**src/rtl/relu_grad_mask.sv**
```systemverilog
// Backward ReLU mask: records a pass/clamp bit per forward activation and gates
// the returning gradient stream with it. Optional zero statistic: RELU_GRAD_MASK_STAT_EN.
module relu_grad_mask #(
    parameter int D_BW  = 8,
    parameter int G_BW  = 8,
    parameter int DEPTH = 16,
    localparam int AW   = $clog2(DEPTH)
) (
    input  logic            clk,
    input  logic            reset_n,
    input  logic            i_clear,
    input  logic            i_fwd_valid,
    output logic            o_fwd_ready,
    input  logic [D_BW-1:0] i_fwd_data,
    input  logic            i_bwd_valid,
    output logic            o_bwd_ready,
    input  logic [G_BW-1:0] i_bwd_grad,
    output logic            o_grad_valid,
    input  logic            i_grad_ready,
    output logic [G_BW-1:0] o_grad_data,
    output logic [AW:0]     o_mask_count,
    output logic [15:0]     o_zero_cnt
);

    localparam logic [AW:0] FULL_CNT = (AW+1)'(DEPTH);

    logic            mask_mem [DEPTH];
    logic [AW-1:0]   wr_ptr;
    logic [AW-1:0]   rd_ptr;
    logic [AW:0]     count;
    logic            push;
    logic            pop;
    logic            fwd_mask;
    logic            rd_mask;
    logic            unused_fwd_bits;

    // Only the sign bit of the activation matters; zero counts as a pass.
    assign fwd_mask        = ~i_fwd_data[D_BW-1];
    assign unused_fwd_bits = ^i_fwd_data[D_BW-2:0];
    assign rd_mask         = mask_mem[rd_ptr];

    assign o_fwd_ready  = (count != FULL_CNT);
    assign o_bwd_ready  = (count != '0) && (!o_grad_valid || i_grad_ready);
    assign push         = i_fwd_valid && o_fwd_ready;
    assign pop          = i_bwd_valid && o_bwd_ready;
    assign o_mask_count = count;

    always_ff @(posedge clk or negedge reset_n) begin
        if (!reset_n) begin
            wr_ptr <= '0;
            rd_ptr <= '0;
            count  <= '0;
        end else if (i_clear) begin
            wr_ptr <= '0;
            rd_ptr <= '0;
            count  <= '0;
        end else begin
            if (push) wr_ptr <= wr_ptr + 1'b1;
            if (pop)  rd_ptr <= rd_ptr + 1'b1;
            case ({push, pop})
                2'b10:   count <= count + 1'b1;
                2'b01:   count <= count - 1'b1;
                default: count <= count;
            endcase
        end
    end

    // Storage needs no reset; stale entries are unreachable once pointers clear.
    always_ff @(posedge clk) begin
        if (push && !i_clear) mask_mem[wr_ptr] <= fwd_mask;
    end

    always_ff @(posedge clk or negedge reset_n) begin
        if (!reset_n) begin
            o_grad_valid <= 1'b0;
            o_grad_data  <= '0;
        end else if (i_clear) begin
            o_grad_valid <= 1'b0;
            o_grad_data  <= '0;
        end else if (pop) begin
            o_grad_valid <= 1'b1;
            o_grad_data  <= rd_mask ? i_bwd_grad : '0;
        end else if (i_grad_ready) begin
            o_grad_valid <= 1'b0;
        end
    end

`ifdef RELU_GRAD_MASK_STAT_EN
    logic [15:0] zero_cnt;

    always_ff @(posedge clk or negedge reset_n) begin
        if (!reset_n) begin
            zero_cnt <= '0;
        end else if (i_clear) begin
            zero_cnt <= '0;
        end else if (pop && !rd_mask && (zero_cnt != 16'hFFFF)) begin
            zero_cnt <= zero_cnt + 16'd1;
        end
    end

    assign o_zero_cnt = zero_cnt;
`else
    assign o_zero_cnt = '0;
`endif

endmodule

```
**config.mk**
```make
export PLATFORM = sky130hd
export DESIGN_NAME = relu_grad_mask
export DESIGN_NICKNAME = d
export VERILOG_FILES = /design/src/rtl/relu_grad_mask.sv
export SDC_FILE = /design/constraint.sdc
export NUM_CORES = 1
export LEC_CHECK = 0
export CORE_MARGIN = 8
export CORE_UTILIZATION = 44
export DETAILED_ROUTE_END_ITERATION = 8
export PLACE_DENSITY_LB_ADDON = 0.2
export SLEW_MARGIN = 20
export SYNTH_ARGS = -nofsm -noshare
export SYNTH_HDL_FRONTEND = slang
export SYNTH_SLANG_ARGS = --single-unit
```
**constraint.sdc**
```tcl
create_clock -name clk -period 2.2 [get_ports clk]
set_input_delay 0.44 -clock clk [delete_from_list [all_inputs] [get_ports clk]]
set_output_delay 0.44 -clock clk [all_outputs]
set_load 0.005 [all_outputs]
```
==> flow_summary_export.csv <==
group,metric,value,unit
run_status,status,"complete, but fails checks",
run_status,violations,"negative setup slack",
die,core-area,4598,um2
final_layout,diodes,0,
routing,dr.first_iter.drc_count,25,
die,start_util,44.63,%
worst_setup_path,crit_path_end_kind,"flop",
synth,syn-cell-area,2052,um2
clocking,holdBufCountCts,0,
synth,yosys_warnings,0,
synth,yosys-top-cells-area,"dfrtp_1, edfxtp_1, nor2_1, buf_4, mux4_2",
die,num_rows,25,
worst_setup_path,worst-r2r-cell-count,10,
clocking,clock_latency,0.28,ns
pwr,ir_worst_vdd,0.4928,mV
worst_setup_path,crit_family,"simple AND/OR/NAND/NOR gates",
sta,fmax,0.4405,GHz
global_routing,antenna_found_initial,0,
worst_setup_path,path_class,"flop to flop",
sta,min_period,2.270,ns
synth,netlist-cell-type-count,43,
final_layout,area_delta_synth_final,34.02,%
routing,routed_via_density,5.081,
worst_setup_path,start_kind,"flop",
global_routing,grt_use_total,13.01,%
die,die_y,84.29,um
worst_setup_path,crit_slowest_cell,"or4_4",
clocking,cts.path.max_buffers,2,
final_layout,postLayoutCellArea,2750,um2
routing,antenna_left,0,
sta,post-route-period-util,103.2,%
synth,synth_edf_count,16,
synth,ys.flop_type,"dfrtp_1",
routing,wl,4615,um
die,dieWidth,84.29,um
global_routing,grt_pass1_vias,1627,
global_routing,grt_max_degree,23,
sta,report.final.slew_viol_count,0,
routing,drc_errors,0,
sta,rsz0062_at_grt,"true",
synth,postSynthCellCount,183,
placement,place_hpwl,3561,um
sta,hold_viol,0,
sta,final-setup-viol-count,2,
flow_run,maxCapViolations,0,
placement,place.gp.congestion,0.8147,
final_layout,final_util,59.81,%
pwr,p_leak,0.001106,uW
placement,portBuffers,30,
sta,setup_ws,-0.07037,ns
worst_setup_path,cp.required,2.40,ns
worst_setup_path,worstSetupPathDepth,10,
worst_setup_path,crit_chain,"or4_4 > nor2_4 > nor2_2 > nor2_1 > a21oi_2 > ha_4 > buf_6 > a2111oi_4 > nor3_1 > nor3b_1",
synth,synth.most_common_cell,"nor2_1",
routing,drt-pass1-iter-count,4,
global_routing,grt_pass1_wl,7665,um
final_layout,drive_gt1_share,25.00,%
final_layout,fin_nets,272,
hold_path,hold_class,"flop to flop",
synth,yosysTopAreaCell,"dfrtp_1",
clocking,path_clk_slew,0.07,ns
pwr,p_per_area,1116,nW/um2
die,dieArea,7105,um2
routing,vias,1514,
synth,avgSynthCellArea,11.21,um2
routing,wl_per_cell,15.49,um
synth,synth_seq_cells,38,
hold_path,hold_depth,1,
worst_setup_path,max_stage_delay,0.53,ns
worst_setup_path,crit_fanout,4,
synth,netlist_top_cells_count,"nor2_1, dfrtp_1, buf_4, edfxtp_1, nand2_1",
die,ioPinCount,54,
worst_setup_path,crit_arrival,2.47,ns
final_layout,num-fill-cells,383,
synth,async_flop_share,57.89,%
global_routing,overflow,0,
synth,ys_seq_area_share,50.24,%
clocking,cts-buffers-inserted,5,
worst_setup_path,cp.buffers_inverters,1,
synth,synth_top_area_share,26.83,%
sta,finClkSkew,0.01001,ns
clocking,cts_tree,"yes",
clocking,htreeDepth,2,
placement,place_area,2550,um2
clocking,cts_sinks,38,
clocking,cts_root_buf,"clkbuf_8",
-- timing repair --
action / 4_1_cts / 5_1_grt
pin swaps: 7 / 4
resized for setup: 14 / 4
buffers inserted: 1 / 2
endpoints found under the hold margin: 0 / 0
cloned: 0 / 0
setup endpoints to repair: 4 / 5
-- routing by layer --
layer  part of all wire (%)  vias to the layer above  GRT usage [%]
li1                       -                      738              -
met1                     41                      750          14.68
met2                     55                       24          23.82
met3                    2.9                        2          3.388
met4                   0.46                        0          2.512
met5                      0                        -              0
-- kinds of logic (layout without fill, tap and decap cells) --
group           after synthesis  after routing  synth area share [%]
simple gates                 68             68                 16.65
flops                        38             38                 50.24
compound gates               29             29                 11.46
buf+inv                      24             70                 7.378
xor+xnor                      8              8                 3.415
mux                           8              8                 6.403
fa+ha+maj                     7              7                 4.268
other cells                   1             16                0.1828
-- report_power, final --
group	leakage (uW)	internal, uW	total (uW)	switching (uW)
clock	0.0000455	255	479	224
sequential	0.000439	842	953	111
combinational	0.000621	877	1640	760
-- final timing paths --
| check | start | to | slack [ns] |
|---|---|---|---|
| setup / recovery | o_mask_count[1]$_DFFE_PN0P_ | o_mask_count[2]$_DFFE_PN0P_ | -0.07 |
| hold / removal | o_grad_data[0]$_DFFE_PN0P_ | o_grad_data[0]$_DFFE_PN0P_ | 0.50 |
| setup reg to reg | o_mask_count[1]$_DFFE_PN0P_ | o_mask_count[2]$_DFFE_PN0P_ | -0.07 |
| hold reg to reg | o_grad_data[0]$_DFFE_PN0P_ | o_grad_data[0]$_DFFE_PN0P_ | 0.50 |
| max in group asynchronous | reset_n | o_mask_count[1]$_DFFE_PN0P_ | 1.45 |
| min in group asynchronous | reset_n | o_mask_count[3]$_DFFE_PN0P_ | 0.51 |
-- flip-flops by register name, summed over array words and instances (netlist names) --
signal        cells
mask_mem         16
o_grad_data       8
o_mask_count      5
rd_ptr            4
wr_ptr            4
o_grad_valid      1
-- cell type report --
class                      count  area [um2]  share of cell area, %
clock buffer                   8       90.09                  3.276
inverter                       5       18.77                 0.6824
multi-input combinational    136        1031                  37.49
sequential                    38        1035                  37.62
tap                           54       67.56                  2.457
timing repair buffer          57       508.0                  18.47
-- through the flow --
| stage | hold WS (ns) | power, uW | worst slack, ns | std cells | TNS, ns |
|---|---|---|---|---|---|
| floorplan | 0.1444 | 1729 | -0.02336 | 198 | -0.04120 |
| global route | 0.5199 | 3274 | -0.1476 | 298 | -0.3554 |
| CTS | 0.5110 | 2994 | -0.05060 | 296 | -0.06949 |
| global placement | 0.4854 | 2309 | -0.2550 | 287 | -0.4304 |
| finish | 0.5043 | 3070 | -0.07037 | 298 | -0.1405 |
| detailed placement | 0.4899 | 2349 | -0.4080 | 287 | -0.6475 |
-- placed cells by master (no fill, tap or decap), drive strengths merged, types with 3 or more instances in the layout --
master,count
a21oi,7
a22o,8
buf,27
clkbuf,9
clkdlybuf4s50,28
conb,16
dfrtp,22
edfxtp,16
ha,7
inv,5
mux2i,3
mux4,4
nand2,10
nand4,3
nor2,37
nor4,3
o21ai,4
xnor2,3
xor2,5
-- worst reg2reg max path: cells and delay by family (launching register included) --
kind                       cells  cell delay, ns
AOI/OAI and AO/OA              2            0.26
adders and majority gates      1            0.19
DFF                            1            0.44
and+or+nand+nor                6            1.17
buffers and inverters          1            0.12
Note: power is estimated with default switching activity, not from simulation.
